### src/rtl/swd_pkg.sv
// Shared constants, state encoding and parity helper for the SWD transfer master.
// A frame is 48 bits: request, turnaround, ACK, data and parity.
package swd_pkg;

    localparam logic [2:0] ACK_OK    = 3'b001;
    localparam logic [2:0] ACK_WAIT  = 3'b010;
    localparam logic [2:0] ACK_FAULT = 3'b100;

    localparam int FRAME_BITS = 48;

    // Bit positions inside the 48-bit frame
    localparam int REQ_FIRST  = 3;
    localparam int TRN_BIT    = 11;
    localparam int ACK_FIRST  = 12;
    localparam int DATA_FIRST = 15;
    localparam int PAR_BIT    = 47;

    typedef enum logic [2:0] {
        ST_IDLE,
        ST_GAP,
        ST_FRAME,
        ST_EVAL,
        ST_RESP
    } state_t;

    // Odd parity: the parity bit makes the total count of ones odd
    function automatic logic odd_parity(input logic [31:0] data);
        return ~^data;
    endfunction

endpackage

### src/rtl/swd_sck_gen.sv
// Bit-period divider: sck is low for the first CLK_DIV cycles of a period and high
// for the second CLK_DIV cycles. Strobes mark period start, sck rise and period end.
import swd_pkg::*;

module swd_sck_gen #(
    parameter int CLK_DIV = 1
) (
    input  logic clk,
    input  logic rst,
    input  logic en,
    output logic sck_level,
    output logic bit_start,
    output logic sck_rise,
    output logic bit_end
);

    localparam int CW = $clog2(2 * CLK_DIV);
    localparam logic [CW-1:0] HALF = CW'(CLK_DIV);
    localparam logic [CW-1:0] LAST = CW'(2 * CLK_DIV - 1);

    logic [CW-1:0] cnt;

    // Counter parks at zero while disabled so every enable begins on a period start
    // NOTE: state registers use non-blocking assignments so all flops update together.
    always_ff @(posedge clk) begin
        if (rst || !en) begin
            cnt <= '0;
        end else if (cnt == LAST) begin
            cnt <= '0;
        end else begin
            cnt <= cnt + CW'(1);
        end
    end

    assign bit_start = en && (cnt == '0);
    assign sck_rise  = en && (cnt == HALF);
    assign bit_end   = en && (cnt == LAST);
    assign sck_level = en && (cnt >= HALF);

endmodule

### src/rtl/swd_xfer_master.sv
// Command-level SWD transfer sequencer: serialises one request/data frame per attempt,
// captures ACK/read data/parity, retries on WAIT and returns a one-cycle response.
import swd_pkg::*;

module swd_xfer_master #(
    parameter int CLK_DIV        = 1,
    parameter int GAP_BITS       = 4,
    parameter int WAIT_RETRY_MAX = 8
) (
    input  logic        clk,
    input  logic        rst,
    input  logic        cmd_valid,
    output logic        cmd_ready,
    input  logic [7:0]  cmd_req,
    input  logic        cmd_rnw,
    input  logic [31:0] cmd_wdata,
    output logic        rsp_valid,
    output logic [2:0]  rsp_ack,
    output logic [31:0] rsp_rdata,
    output logic        rsp_parity_err,
    output logic [3:0]  rsp_retries,
    output logic        sck,
    output logic        mosi,
    input  logic        miso,
    output logic        fe_rst_n,
    output logic        fe_rnw
);

    localparam logic [15:0] B_REQ  = 16'(REQ_FIRST);
    localparam logic [15:0] B_TRN  = 16'(TRN_BIT);
    localparam logic [15:0] B_ACK  = 16'(ACK_FIRST);
    localparam logic [15:0] B_DATA = 16'(DATA_FIRST);
    localparam logic [15:0] B_PAR  = 16'(PAR_BIT);
    localparam logic [15:0] B_LAST = 16'(FRAME_BITS - 1);
    localparam logic [15:0] B_GAP  = 16'(GAP_BITS - 1);

    state_t      state, state_next;
    logic [7:0]  req_q;
    logic [31:0] wdata_q;
    logic [15:0] bit_cnt;
    logic [2:0]  ack_q;
    logic [31:0] rdata_q;
    logic        par_q;
    logic [3:0]  retries_q;

    logic sck_en, sck_level, bit_start, sck_rise, bit_end;
    logic accept, gap_done, frame_done, retry, frame_bit;

    swd_sck_gen #(.CLK_DIV(CLK_DIV)) u_sck_gen (
        .clk       (clk),
        .rst       (rst),
        .en        (sck_en),
        .sck_level (sck_level),
        .bit_start (bit_start),
        .sck_rise  (sck_rise),
        .bit_end   (bit_end)
    );

    assign sck_en     = (state == ST_GAP) || (state == ST_FRAME);
    assign accept     = (state == ST_IDLE) && cmd_valid && cmd_ready;
    assign gap_done   = (state == ST_GAP) && bit_end && (bit_cnt == B_GAP);
    assign frame_done = (state == ST_FRAME) && bit_end && (bit_cnt == B_LAST);
    assign retry      = (state == ST_EVAL) && (ack_q == ACK_WAIT)
                        && (retries_q < 4'(WAIT_RETRY_MAX));

    always_ff @(posedge clk) begin
        if (rst) begin
            state <= ST_IDLE;
        end else begin
            state <= state_next;
        end
    end

    // NOTE: every always_comb output gets a default first, so no path can infer a latch.
    always_comb begin
        state_next = state;
        case (state)
            ST_IDLE:  if (accept)     state_next = ST_GAP;
            ST_GAP:   if (gap_done)   state_next = ST_FRAME;
            ST_FRAME: if (frame_done) state_next = ST_EVAL;
            ST_EVAL:  state_next = retry ? ST_GAP : ST_RESP;
            ST_RESP:  state_next = ST_IDLE;
            default:  state_next = ST_IDLE;
        endcase
    end

    // Wire value of the current frame bit; reads send zeros after the request
    always_comb begin
        frame_bit = 1'b0;
        if (bit_cnt >= B_REQ && bit_cnt < B_TRN) begin
            frame_bit = req_q[3'(bit_cnt - B_REQ)];
        end else if (!fe_rnw && bit_cnt >= B_DATA && bit_cnt < B_PAR) begin
            frame_bit = wdata_q[5'(bit_cnt - B_DATA)];
        end else if (!fe_rnw && bit_cnt == B_PAR) begin
            frame_bit = odd_parity(wdata_q);
        end
    end

    always_ff @(posedge clk) begin
        if (rst) begin
            req_q     <= '0;
            wdata_q   <= '0;
            fe_rnw    <= 1'b0;
            retries_q <= '0;
            bit_cnt   <= '0;
            ack_q     <= '0;
            rdata_q   <= '0;
            par_q     <= 1'b0;
        end else begin
            if (accept) begin
                req_q     <= cmd_req;
                wdata_q   <= cmd_wdata;
                fe_rnw    <= cmd_rnw;
                retries_q <= '0;
            end else if (retry) begin
                retries_q <= retries_q + 4'd1;
            end

            // One counter serves both phases; it restarts at each phase boundary
            if (!sck_en || gap_done || frame_done) begin
                bit_cnt <= '0;
            end else if (bit_end) begin
                bit_cnt <= bit_cnt + 16'd1;
            end

            if (state == ST_FRAME && sck_rise) begin
                if (bit_cnt >= B_ACK && bit_cnt < B_DATA) begin
                    ack_q[2'(bit_cnt - B_ACK)] <= miso;
                end else if (bit_cnt >= B_DATA && bit_cnt < B_PAR) begin
                    rdata_q[5'(bit_cnt - B_DATA)] <= miso;
                end else if (bit_cnt == B_PAR) begin
                    par_q <= miso;
                end
            end
        end
    end

    // Registered outputs: the wire sees each state one cycle after the FSM enters it
    always_ff @(posedge clk) begin
        if (rst) begin
            cmd_ready      <= 1'b0;
            sck            <= 1'b0;
            mosi           <= 1'b0;
            fe_rst_n       <= 1'b0;
            rsp_valid      <= 1'b0;
            rsp_ack        <= '0;
            rsp_rdata      <= '0;
            rsp_parity_err <= 1'b0;
            rsp_retries    <= '0;
        end else begin
            cmd_ready <= (state_next == ST_IDLE);
            sck       <= sck_level;
            fe_rst_n  <= (state == ST_FRAME);
            if (state != ST_FRAME) begin
                mosi <= 1'b0;
            end else if (bit_start) begin
                mosi <= frame_bit;
            end

            rsp_valid <= (state == ST_RESP);
            if (state == ST_RESP) begin
                rsp_ack        <= ack_q;
                rsp_retries    <= retries_q;
                rsp_rdata      <= (fe_rnw && ack_q == ACK_OK) ? rdata_q : '0;
                rsp_parity_err <= fe_rnw && (ack_q == ACK_OK)
                                  && (par_q != odd_parity(rdata_q));
            end
        end
    end

endmodule

### config.mk
export PLATFORM = sky130hd
export DESIGN_NAME = swd_xfer_master
export DESIGN_NICKNAME = d
export VERILOG_FILES = /design/src/rtl/swd_pkg.sv /design/src/rtl/swd_sck_gen.sv /design/src/rtl/swd_xfer_master.sv
export SDC_FILE = /design/constraint.sdc
export NUM_CORES = 1
export LEC_CHECK = 0
export BUFFER_PORTS_ARGS = -buffer_cell sky130_fd_sc_hd__buf_2
export CELL_PAD_IN_SITES_DETAIL_PLACEMENT = 0
export CELL_PAD_IN_SITES_GLOBAL_PLACEMENT = 1
export CORE_MARGIN = 10
export CORE_UTILIZATION = 39
export DETAILED_ROUTE_END_ITERATION = 8
export GPL_TIMING_DRIVEN = 1
export PLACE_DENSITY = 0.77
export SLEW_MARGIN = 20
export SYNTH_ARGS = -nofsm -noshare
export SYNTH_HDL_FRONTEND = slang
export SYNTH_SLANG_ARGS = --single-unit
### constraint.sdc
create_clock -name clk -period 2.6 [get_ports clk]
set_input_delay 0.26 -clock clk [delete_from_list [all_inputs] [get_ports clk]]
set_output_delay 0.26 -clock clk [all_outputs]
set_load 0.05 [all_outputs]
==> reports/metrics.yaml <==
globalplace.congestion: 0.8111
synth_cells: 779
ys_dominant_reg_cell: "dfxtp_1"
synthToLayoutAreaGrowth_pct: 20.20
reg2reg_depth: 10
min-delay-start: "rst"
cts_hold_buf: 0
hold_depth: 2
tightest_slew_ps: 740.6
grt_usage_pct: 15.23
cpMaxStageDelayCell: "mux2i_1"
fin_skew_ps: 11.00
dpl-instance-area_um2: 7333
timing.final.crit_share_pct: 89.79
place_inst: 1062
drt_iter0_drc: 286
worst_ir_drop_vdd_mv: 0.4938
final_util_pct: 47.96
cts_setup_buffers: 0
numClockSinks: 146
cp.required_ps: 2890
dr.pass1.iters: 4
postRouteAntennaNets: 0
grt_pass1_wl_um: 27520
synth_nets: 829
hpwl_um: 11600
critical_path_class: "reg -> reg"
synth-edff-count: 0
port_buffers: 90
synth_area_um2: 6616
tns_ps: 0
slew_viol_final: 0
drc: 0
grt_max_degree: 130
core-area_um2: 16580
via_count: 5411
grt_overflow: 0
async_reset_ff_share_pct: 0
r2r-start: "bit_cnt[0]"
wirelength_um: 16500
ys_types: 50
fillCellCount: 1664
status: "complete, no violations"
p_clk_share_pct: 49.0
die_h_um: 150.3
min_period_ps: 2335
rsz0062_at_grt: "false"
path_buf_inv: 2
worstPathCellList: "buf_4, ha_1, buf_4, nor2b_1, o21ai_0, mux2i_1, nor2b_1, nand3_1, mux2i_1, nor2_1"
reg2reg_to: "rdata_q[6]"
yosysWarnings: 0
max_stage_delay_ps: 330
antenna_found_initial: 0
final_net_count: 911
rrSetupSlack_ps: 270
numCtsBuffers: 17
critPathCaptureType: "register"
switching_power_mw: 1.181
path_clk_slew_ps: 60
cp-start-kind: "register"
fin_cells: 1094
insertion_delay_ps: 430
p_comb_share_pct: 6.3
crit_fanout: 14
syn_avg_cell_area_um2: 8.493
cts_resized: 0
p_leak_nw: 2.989
drive_gt1_share_pct: 19.45
antenna_cells: 0
seqPwrFrac_pct: 44.8
holdCritPathClass: "in -> reg"
grt_pass1_vias: 5319
htreeDepth: 4
arrival_ps: 2630
tritoncts: "done"
worstHoldEndpoint: "fe_rst_n"
clock-root-buffer: "clkbuf_16"
start_util_pct: 39.90
std_cell_rows: 47
power_density_nw_per_um2: 649.7
detail_route.wl_per_cell_um: 15.08
hold_violations: 0
viasPerCell: 4.946
fmax_mhz: 428.3
seq_area_frac_synth_pct: 44.18
slew_headroom_pct: 50.63
p_int_mw: 3.985
place_ws_ps: 158.4
fin_area_um2: 7953
setup_violations: 0
synth_seq_cells: 146
pin_count: 91
clock_path_buffers: 2
dieWidth_um: 150.3
max_cap_violations: 0
die-area_um2: 22580
swShare_pct: 22.86
worst_slack_ps: 265.4
crit_start: "bit_cnt[0]"
critical-path-top-delay-family: "simple AND/OR/NAND/NOR gates"
==> logic make-up after synthesis <==
logic type                 count (synthesis)  synth area share (%)
and+or+nand+nor                          311                 20.54
DFF                                      146                 44.18
AOI/OAI and AO/OA                        144                 12.48
xor gates and xnor gates                  84                 11.33
buffers and inverters                     57                 3.725
muxes                                     32                 6.808
adders and majority gates                  5                0.9455
==> registers in the layout, indices dropped and copies added (netlist names), 4 cells and up <==
register,count
rdata_q,32
rsp_rdata,32
retries_q,4
req_q,8
wdata_q,32
bit_cnt,16
rsp_retries,4
==> cells in the mapped netlist, types with 2 or more instances <==
library cell    n  area [um2]
and3_1          3       18.77
nor2b_1         4       25.02
clkbuf_1       34       127.6
nor2_1        100       375.4
buf_4           3       22.52
nand2_1       141       529.3
and2_1          3       18.77
or3_1           4       25.02
nand3_1        19       95.09
o211ai_1        2       15.01
inv_1           7       26.28
ha_1            5       62.56
mux4_2         10       225.2
a21oi_1        75       375.4
mux2i_1        18       180.2
dfxtp_1       146        2923
nor3_1         10       50.05
mux2_2          4       45.04
a31oi_1         2       12.51
xor2_1         16       140.1
o21ai_0        26       130.1
xnor2_1        67       586.8
nor4_1          7       43.79
a22oi_1        35       262.8
nor3_2          2       20.02
nand2b_1        3       18.77
buf_2          10       50.05
==> worst max-delay path by stage <==
stage / slack [ps] / depth (start not counted) / end
3_3_place_gp: 190 / 8 / mosi
5_1_grt: 60 / 7 / cmd_ready
4_1_cts: 150 / 8 / mosi
2_1_floorplan: 0.3 / 10 / mosi
6_report: 270 / 10 / rdata_q[6]
3_5_place_dp: 160 / 8 / mosi
==> layout make-up <==
type | count | area (um2) | share of cell area [%]
clock inverter | 12 | 155.1 | 1.951
tap | 220 | 275.3 | 3.461
inverter | 7 | 26.28 | 0.3304
timing repair buffer | 113 | 650.6 | 8.181
sequential | 146 | 2923 | 36.75
clock buffer | 20 | 456.7 | 5.743
multi-input combinational | 576 | 3466 | 43.58
==> power groups by stage <==
stage          logic [mW]  clock network (mW)  registers, mW
3_5_place_dp        0.327                   0           2.36
3_3_place_gp        0.325                   0           2.36
5_1_grt             0.364                2.69           2.32
2_1_floorplan       0.246                   0           2.35
6_report            0.324                2.53           2.31
4_1_cts             0.329                2.58           2.31
==> layout by cell type (no fill, tap or decap), drive strengths merged, types with 4 or more instances in the layout <==
master / instances
or3: 4
clkinv: 5
a22oi: 35
nand3: 19
nor2b: 4
mux4: 10
inv: 9
clkbuf: 20
mux2: 4
nand2: 142
xor2: 16
o21ai: 26
xnor2: 67
nor2: 100
ha: 5
nor3: 13
a21oi: 75
mux2i: 18
buf: 113
dfxtp: 146
nor4: 8
==> worst register-to-register path, stage by stage, from the launching register on <==
cell and delay, ps:
dfxtp_1 320, buf_4 220, ha_1 250, buf_4 190
nor2b_1 120, o21ai_0 100, mux2i_1 330, nor2b_1 300
nand3_1 140, mux2i_1 180, nor2_1 50
==> stage by stage <==
step	hold slack [ps]	power, mW
3_5_place_dp	444.6	2.689
4_1_cts	47.97	5.217
3_3_place_gp	440.9	2.686
2_1_floorplan	345.8	2.599
5_1_grt	41.62	5.374
6_report	60.91	5.166
==> routing by layer <==
metal	wire length, um	global-route usage (%)	vias up	share of wire (%)
met1	7879	19.82	2499	48
met3	809	5.132	14	4.9
met5	0	0	-	0
met2	7622	23.43	104	46
li1	-	-	2794	-
met4	186	4.568	0	1.1
No activity file was read; power rests on OpenSTA's default activity.
